==> config.mk <==
export PLATFORM = sky130hd
export DESIGN_NAME = ghr_manager
export DESIGN_NICKNAME = d
export VERILOG_FILES = /design/src/rtl/ghr_manager.sv
export SDC_FILE = /design/constraint.sdc
export NUM_CORES = 1
export LEC_CHECK = 0
export BUFFER_PORTS_ARGS = -buffer_cell sky130_fd_sc_hd__buf_2
export CAP_MARGIN = 20
export CELL_PAD_IN_SITES_DETAIL_PLACEMENT = 2
export CELL_PAD_IN_SITES_GLOBAL_PLACEMENT = 2
export CORE_MARGIN = 5
export CORE_UTILIZATION = 51
export CTS_BUF_LIST = sky130_fd_sc_hd__clkbuf_2 sky130_fd_sc_hd__clkbuf_4 sky130_fd_sc_hd__clkbuf_8
export DETAILED_ROUTE_END_ITERATION = 8
export PLACE_DENSITY = 0.86
export SYNTH_ARGS = -nofsm -noshare
export SYNTH_HDL_FRONTEND = slang
export SYNTH_SLANG_ARGS = --single-unit
==> constraint.sdc <==
create_clock -name clk -period 9.5 [get_ports clk]
set_input_delay 1.9 -clock clk [delete_from_list [all_inputs] [get_ports clk]]
set_output_delay 1.9 -clock clk [all_outputs]
set_load 0.05 [all_outputs]
==> src/rtl/ghr_manager.sv <==
// ghr_manager: speculative global history with per-branch checkpoints and misprediction recovery
// Ports:
//   clk, rst_n                      clock, asynchronous active-low reset
//   predict_valid_i/predict_taken_i predicted conditional branch and its direction
//   ckpt_id_o                       checkpoint id allocated to the current predict
//   full_o / empty_o                all / no checkpoints in use
//   commit_valid_i                  oldest in-flight branch retired
//   recover_valid_i/_id_i/_taken_i  mispredicted branch, its checkpoint and resolved direction
//   global_history_o                speculative history, bit 0 newest
module ghr_manager #(
  parameter int GHR_LENGTH = 16,
  parameter int CKPT_DEPTH = 8,
  parameter int CKPT_ID_W  = $clog2(CKPT_DEPTH)
) (
  input  logic                  clk,
  input  logic                  rst_n,
  input  logic                  predict_valid_i,
  input  logic                  predict_taken_i,
  output logic [CKPT_ID_W-1:0]  ckpt_id_o,
  output logic                  full_o,
  output logic                  empty_o,
  input  logic                  commit_valid_i,
  input  logic                  recover_valid_i,
  input  logic [CKPT_ID_W-1:0]  recover_id_i,
  input  logic                  recover_taken_i,
  output logic [GHR_LENGTH:0]   global_history_o
);
  localparam int CNT_W = $clog2(CKPT_DEPTH + 1);
  logic [GHR_LENGTH:0]  ghr;
  logic [GHR_LENGTH:0]  ckpt [CKPT_DEPTH];
  logic [CKPT_ID_W-1:0] head, tail, off;
  logic [CNT_W-1:0]     count;
  logic                 pred_ok, com_ok, rec_ok;
  assign ckpt_id_o        = tail;
  assign full_o           = count == CNT_W'(CKPT_DEPTH);
  assign empty_o          = count == '0;
  assign global_history_o = ghr;
  // Distance from the oldest in-flight branch; wraps modulo the buffer depth.
  assign off     = recover_id_i - head;
  assign rec_ok  = recover_valid_i && (CNT_W'(off) < count);
  assign pred_ok = predict_valid_i && !full_o && !recover_valid_i;
  assign com_ok  = commit_valid_i && !empty_o;
  always_ff @(posedge clk or negedge rst_n)
    if (!rst_n) begin
      ghr   <= '0;
      head  <= '0;
      tail  <= '0;
      count <= '0;
      for (int i = 0; i < CKPT_DEPTH; i++) ckpt[i] <= '0;
    end else begin
      if (pred_ok) ckpt[tail] <= ghr;
      if (com_ok) head <= head + CKPT_ID_W'(1);
      ghr   <= rec_ok  ? {ckpt[recover_id_i][GHR_LENGTH-1:0], recover_taken_i} :
               pred_ok ? {ghr[GHR_LENGTH-1:0], predict_taken_i} : ghr;
      tail  <= rec_ok  ? recover_id_i + CKPT_ID_W'(1) :
               pred_ok ? tail + CKPT_ID_W'(1) : tail;
      // The recovered branch keeps its slot (off + 1); a same-cycle commit retires one.
      count <= rec_ok ? CNT_W'(off) + CNT_W'(!com_ok) :
               count + CNT_W'(pred_ok) - CNT_W'(com_ok);
    end
endmodule

==> reports/results.env, run 1 <==
RUN_STATUS='finished, final reports clean'
NUM_IO_PINS=32
POST-SYNTH-TOP-AREA-CELL='sky130_fd_sc_hd__dfrtp_1'
GRT_SETUP_UNREPAIRED='false'
POSTSYNTHCELLCOUNT=482
CRIT_PATH_FREQUENT_CELL='sky130_fd_sc_hd__ha_1'
GRT_PASS1_VIAS=5214
ROUTED-VIA-COUNT=4269
POST_SYNTH_MOST_FREQUENT_CELLS='155 x sky130_fd_sc_hd__dfrtp_1, 131 x sky130_fd_sc_hd__mux2_2, 51 x sky130_fd_sc_hd__mux2i_1'
IR_WORST_VDD_V=0.000190
CRITICAL-PATH-MAX-STAGE-DELAY_NS=0.58
CTS_HOLD_BUFFERS=0
ROUTE.ANTENNA.REMAINING_NETS=0
ROUTE.FINAL.WIRE_LENGTH_UM=21500
CTS_TREE='yes'
PERIOD_SHARE_PCT=58.1
PIN_COUNT_OF_THE_BIGGEST_NET_ENTERING_GLOBAL_ROUTING=88
MAXCAPVIOLATIONS=0
FINAL-SETUP-VIOL-COUNT=0
SYN_AREA_UM2=7420
CLK_PIN_SLEW_WORST_SETUP_HOLD_PATHS_NS=0.08
DRIVE_ABOVE_1_SHARE_PCT=47.9
GLOBALROUTE.TOTALOVERFLOW=0
SYNTHESIS.NETS=507
INSERTEDDIODECOUNT=0
MAXSLEWVIOLCOUNT=0
POST_CTS.RESIZED_INSTANCES=0
DRT_PASS1_ITERATIONS=4
CTS_MAX_PATH_BUFFERS=2
AREA_GROWTH_SYNTH_TO_FINISH_PCT=9.13
CRITICAL_PATH.STARTPOINT_TYPE='input port'
DP.FINAL_HPWL_UM=11600
P_LEAK_nW=3.98
DRT-INITIAL-DRC-COUNT=202
HOLD_VIOL=0
GRTUSAGETOTAL_PCT=27.1
FLOORPLAN.DIE_AREA_UM2=17100
WORSTPATHBUFFERINVERTERCOUNT=5
TRITONCTS.NUM_BUFFERS=17
DIE-WIDTH_UM=131
YOSYS.CELL_COUNT.TOP_TYPE='sky130_fd_sc_hd__dfrtp_1'
FINAL_CORE_UTIL_PCT=56.1
GRT_FIRST_PASS_WIRELENGTH_UM=33200
WORST_TRAN_PIN_VALUE_NS=1.14
POSTCTSSETUPBUFFERS=0
WL_PER_CELL_UM=31.0
CTS-ROOT-BUF='sky130_fd_sc_hd__clkbuf_8'
CTS_MAX_LEVEL=4
PLACEMENT_ROWS=44
CELL_BY_CELL_LISTING_OF_THE_CRITICAL_PATH='buf_2, buf_4, inv_1, ha_1, inv_1, fa_1, ha_1, a21bo_2, a221o_1, buf_4, mux2_2, ha_1, nor4bb_1, xnor2_1, mux2i_1'
TIMING.CRITICAL_PATH.ARRIVAL_NS=5.85
SETUP_TOTAL_NEGATIVE_SLACK_NS=0
ASYNC_RESET_FF_SHARE_PCT=100
WORSTPATHMAXFANOUT=35
ROUTABILITYCONGESTION=0.744
VIAS_PER_CELL=6.14
TIMING.MAX_SLEW.REL_SLACK_PCT=23.6
DOMINANTREGCELLSYNTH='sky130_fd_sc_hd__dfrtp_1'
SYNTH-SEQ-AREA-SHARE_PCT=52.3
GRT_ANTENNA_BEFORE_REPAIR=0
CLOCK-SINKS=155
COREAREA_UM2=14400
DIE_H_UM=131
SYNTH_TOP_CELLS_BY_AREA='sky130_fd_sc_hd__dfrtp_1 52%, sky130_fd_sc_hd__mux2_2 20%, sky130_fd_sc_hd__mux4_2 9.7%'
FMAX_MHz=181
SETUP.WORST_PATH.CLASS='input port to flop'
SYNTH_ENABLE_FLOP_CELLS=0
CP_SLOWEST_CELL='sky130_fd_sc_hd__buf_4'
NUMBER_OF_WARNING_MESSAGES_IN_THE_YOSYS_LOG=0
INSERTION_DELAY_NS=0.48
SYNTH.FF_LATCH_COUNT=155
CRITICAL_PATH_RT_NS=9.83
PORT_BUFFERS=31
CRITICAL-PATH-TOP-DELAY-FAMILY='adder cells'
POST-SYNTH-TOP-AREA-FRACTION_PCT=52.3
DRC=0
WORST_HOLD_PATH_TYPE='flop to flop'
CLOCK_SKEW_NS=0.0213
SYNTH.DISTINCT_CELLS=35
KIND_OF_END_POINT_OF_THE_CRITICAL_PATH='flop'
INITIAL_CORE_UTIL_PCT=51.4
CELLPOWERDENSITY_nW_PER_UM2=273
FINALCRITICALPERIOD_NS=5.52
NNETSFINAL=523
SYNTH_AREA_PER_CELL_UM2=15.4
==> cell type report <==
cell class	count	area, µm²
Timing Repair Buffer	39	221
Inverter	12	45.0
Sequential cell	155	3880
Clock buffer	21	270
Fill cell	1257	6330
Tap cell	184	230
Clock inverter	11	144
Multi-Input combinational cell	273	3300
==> final timing paths <==
kind,from,end,slack [ns],depth (start not counted)
worst max-delay path,recover_id_i[0],ckpt_id_o[2],3.98,15
worst min-delay path,ckpt[120],ckpt[120],0.51,1
worst max register to register,head[0],ckpt_id_o[2],5.66,13
max in group asynchronous,rst_n,ckpt[23],6.54,2
worst min register to register,ckpt[120],ckpt[120],0.51,1
min in group asynchronous,rst_n,head[0],1.49,1
==> layout by cell type, fill, tap and decap left out, types with 2 or more instances in the layout <==
cell / instances
sky130_fd_sc_hd__a21oi_1: 2
sky130_fd_sc_hd__buf_2: 30
sky130_fd_sc_hd__buf_4: 8
sky130_fd_sc_hd__bufinv_16: 3
sky130_fd_sc_hd__clkbuf_4: 3
sky130_fd_sc_hd__clkbuf_8: 18
sky130_fd_sc_hd__clkinv_2: 3
sky130_fd_sc_hd__clkinvlp_4: 4
sky130_fd_sc_hd__dfrtp_1: 155
sky130_fd_sc_hd__fa_1: 2
sky130_fd_sc_hd__ha_1: 13
sky130_fd_sc_hd__inv_1: 11
sky130_fd_sc_hd__mux2_2: 131
sky130_fd_sc_hd__mux2i_1: 51
sky130_fd_sc_hd__mux4_2: 32
sky130_fd_sc_hd__nand2_1: 5
sky130_fd_sc_hd__nand4b_2: 2
sky130_fd_sc_hd__nor2_1: 3
sky130_fd_sc_hd__nor3b_1: 3
sky130_fd_sc_hd__nor4b_4: 2
sky130_fd_sc_hd__o21ai_0: 4
sky130_fd_sc_hd__xnor2_1: 9
==> state kept, by name (all words and copies together), names as in the netlist <==
register	cells
ckpt	128
global_history_o	17
count	4
ckpt_id_o	3
head	3
==> per-stage QoR <==
| step | cells | setup WS (ns) | hold slack, ns | total power [W] | cell area, µm² |
|---|---|---|---|---|---|
| after floorplan | 482 | 4.34 | 0.453 | 0.00141 | 7420 |
| after global placement | 663 | 3.88 | 0.466 | 0.00153 | 7680 |
| after detailed placement | 663 | 3.54 | 0.486 | 0.00162 | 7680 |
| after CTS | 695 | 4.01 | 0.515 | 0.00222 | 8090 |
| after global routing | 695 | 3.77 | 0.533 | 0.00230 | 8090 |
| final | 695 | 3.98 | 0.511 | 0.00221 | 8090 |
==> kinds of logic after synthesis <==
group           count (synthesis)  synth area share, %
mux                           215                 36.6
flops                         155                 52.3
buf+inv                        54                 3.24
simple gates                   24                 3.14
fa+ha+maj                      15                 2.73
xor+xnor                       10                 1.18
compound gates                  9                0.776
==> power breakdown <==
part | switching, W | total [W] | internal (W)
clock | 0.000269 | 0.000543 | 0.000275
combinational | 0.000422 | 0.000740 | 0.000318
sequential | 0.000147 | 0.000925 | 0.000778
==> routing by layer <==
metal  global-route usage, %  vias to the layer above  wire [µm]
li1                        -                     1778          -
met1                    32.0                     2347       8690
met2                    48.2                      100      11500
met3                    5.98                       44        770
met4                    10.5                        0        553
met5                       0                        -          0
Note: power is estimated with default switching activity, not from simulation.
==> run 2: changes to the inputs <==
CORE_UTILIZATION = 47   (was 51)
PLACE_DENSITY = 0.8   (was 0.86)
clock period = 5.6 ns   (was 9.5 ns; I/O delays follow)
==> run 2 against run 1 <==
Effect of this change: core utilization down 3.2 points; die area is 7.8% higher; critical path type unchanged; register-to-register slack got worse by 3.6 ns; largest power group unchanged; count of clock-buffer cells in the layout is 5 higher; critical endpoint unchanged; total power grew 72%; setup slack got worse by 2.3 ns; first-iteration DRC count down 9.4%; largest cell class unchanged; flip-flop and latch count is the same.
==> reports/results.env, run 2 (same netlist as run 1, synthesis figures left out) <==
TRITONCTS.NUM_BUFFERS=17  # unchanged
VIAS_PER_CELL=5.78  # -5.9%
PIN_COUNT_OF_THE_BIGGEST_NET_ENTERING_GLOBAL_ROUTING=113  # +28%
REGMOSTFLOPS='ckpt'
DRT-INITIAL-DRC-COUNT=183  # -9.4%
CTS_HOLD_BUFFERS=0  # unchanged
PERIOD_SHARE_PCT=70.2
LEADING_CELL_TYPE_IN_THE_LAYOUT_FILL_AND_TAPS_EXCLUDED='sky130_fd_sc_hd__dfrtp_1'
ROUTABILITYCONGESTION=0.750  # +0.75%
WORSTPATHMAXFANOUT=12  # -66%
MULTI_INPUT_COMB_AREA_UM2=3310  # about the same
CRITICAL-PATH-MAX-STAGE-DELAY_NS=0.40  # -0.18 ns
NNETSFINAL=527  # +0.76%
LAYOUT.AREA.SEQ_UM2=3880  # unchanged
CELL_BY_CELL_LISTING_OF_THE_CRITICAL_PATH='buf_2, inv_1, ha_1, inv_1, fa_1, xnor2_1, ha_1, nor3b_1, a221o_2, mux2_2, ha_1, nor4bb_1, xnor2_1, mux2i_1'
DRIVE_ABOVE_1_SHARE_PCT=48.5  # +0.60 points
CP_SLOWEST_CELL='sky130_fd_sc_hd__a221o_2'
GRT_ANTENNA_BEFORE_REPAIR=0  # unchanged
TIMING.CRITICAL_PATH.ARRIVAL_NS=4.26  # -1.59 ns
IR_WORST_VDD_V=0.000179  # -5.7%
INSERTION_DELAY_NS=0.47  # about the same
ROUTE.ANTENNA.REMAINING_NETS=0  # unchanged
MOSTFREQUENTLAYOUTCELLS='155 x sky130_fd_sc_hd__dfrtp_1, 131 x sky130_fd_sc_hd__mux2_2, 51 x sky130_fd_sc_hd__mux2i_1'
FMAX_MHz=254
DP.FINAL_HPWL_UM=11400  # -1.5%
GLOBALROUTE.TOTALOVERFLOW=0  # unchanged
INSERTEDDIODECOUNT=0  # unchanged
GRT_SETUP_UNREPAIRED='false'
ROUTED-VIA-COUNT=4223  # -1.1%
CELLPOWERDENSITY_nW_PER_UM2=458  # +68%
DRT_PASS1_ITERATIONS=4  # unchanged
TIMING.MAX_SLEW.REL_SLACK_PCT=38.7  # +15 points
AREA_GROWTH_SYNTH_TO_FINISH_PCT=11.7
WORST_TRAN_PIN_VALUE_NS=0.916  # -0.226 ns
P_LEAK_nW=4.06  # +2.2%
CTS_MAX_LEVEL=4  # unchanged
FLOORPLAN.DIE_AREA_UM2=18400  # +7.8%
SETUP.WORST_PATH.START='recover_id_i[0]'
SETUP_TOTAL_NEGATIVE_SLACK_NS=0  # unchanged
NUM_IO_PINS=32  # unchanged
FINAL_CORE_UTIL_PCT=52.9  # -3.2 points
MAXSLEWVIOLCOUNT=0  # unchanged
MAXCAPVIOLATIONS=0  # unchanged
FINAL-SETUP-VIOL-COUNT=0  # unchanged
COREAREA_UM2=15700  # +8.5%
CRIT_PATH_FREQUENT_CELL='sky130_fd_sc_hd__ha_1'
CRITICAL_PATH.STARTPOINT_TYPE='input port'
PORT_BUFFERS=31  # unchanged
CRIT-REG2REG-LAUNCH='head[0]'
CLOCK-SINKS=155  # unchanged
SETUP.WORST_PATH.CLASS='input port to flop'
NFILLCELLS=1425  # +13%
HOLD_VIOL=0  # unchanged
CLK_PIN_SLEW_WORST_SETUP_HOLD_PATHS_NS=0.08  # about the same
GRT_PASS1_VIAS=4983  # -4.4%
GRTUSAGETOTAL_PCT=22.6  # -4.5 points
CRITICAL-PATH-TOP-DELAY-FAMILY='adder cells'
CTS_MAX_PATH_BUFFERS=2  # unchanged
ROUTE.FINAL.WIRE_LENGTH_UM=19600  # -8.7%
KIND_OF_END_POINT_OF_THE_CRITICAL_PATH='flop'
POST_CTS.RESIZED_INSTANCES=0  # unchanged
WL_PER_CELL_UM=26.9  # -13%
CTS-ROOT-BUF='sky130_fd_sc_hd__clkbuf_8'
WORST_SETUP_SLACK_FOR_REGISTER_TO_REGISTER_PATHS_NS=2.06  # -3.60 ns
WORST_HOLD_PATH_TYPE='input port to asynchronous set/reset pin'
INITIAL_CORE_UTIL_PCT=47.4  # -4.0 points
FINALCRITICALPERIOD_NS=3.93
CLOCK_SKEW_NS=0.0102  # -0.0112 ns
PLACEMENT_ROWS=46  # +4.5%
RUN_STATUS='finished, final reports clean'
CTS_TREE='yes'
CRITICAL_PATH_RT_NS=5.93  # -3.90 ns
LARGEST_REGISTER_FF_COUNT=128  # unchanged
DIE_H_UM=136  # +3.8%
DRC=0  # unchanged
WORSTPATHBUFFERINVERTERCOUNT=3  # -2
POSTCTSSETUPBUFFERS=0  # unchanged
GRT_FIRST_PASS_WIRELENGTH_UM=30600  # -7.8%
DIE-WIDTH_UM=136  # +3.8%
[run 2: power breakdown]
part	total, W	internal, W	leakage (nW)	switching, W
combinational	0.00120	0.000541	1.70	0.000661
sequential	0.00156	0.00132	2.12	0.000241
clock	0.00103	0.000611	0.251	0.000418
total	0.00379	0.00247	4.06	0.00132
[run 2: path summary, 6_finish.rpt]
kind,to,cells after the start
max in group asynchronous,ckpt[122],2
worst max-delay path,ckpt_id_o[2],14
worst min-delay path,ckpt[134],1
worst min register to register,ckpt[116],1
worst max register to register,ckpt_id_o[2],12
min in group clk,ckpt[116],1
[run 2: final cells by class]
| cell class | count | area share, % |
|---|---|---|
| repair buffers | 43 | 3.61 |
| clock inverters | 6 | 1.87 |
| well taps | 216 | 3.26 |
| flip-flops and latches | 155 | 46.8 |
| inverters | 12 | 0.544 |
| multi-input cells | 273 | 39.9 |
| clock buffers | 26 | 4.02 |
[run 2: metal layers]
metal	vias up	global-route usage [%]	part of all wire, %
li1	1803	-	-
met1	2331	29.5	45
met2	60	38.7	52
met3	29	3.49	1.8
met4	0	7.67	1.9
met5	-	0	0
[run 2: stage by stage]
stage	cell area (µm²)	power [W]	setup WS, ns	hold slack (ns)	instances
2_1_floorplan	7420	0.00239	1.22	0.453	482
6_report	8290	0.00379	1.67	0.481	731
4_1_cts	8260	0.00381	1.71	0.510	730
3_5_place_dp	7770	0.00274	1.31	0.491	698
5_1_grt	8290	0.00396	1.50	0.464	731
3_3_place_gp	7730	0.00263	1.48	0.465	696
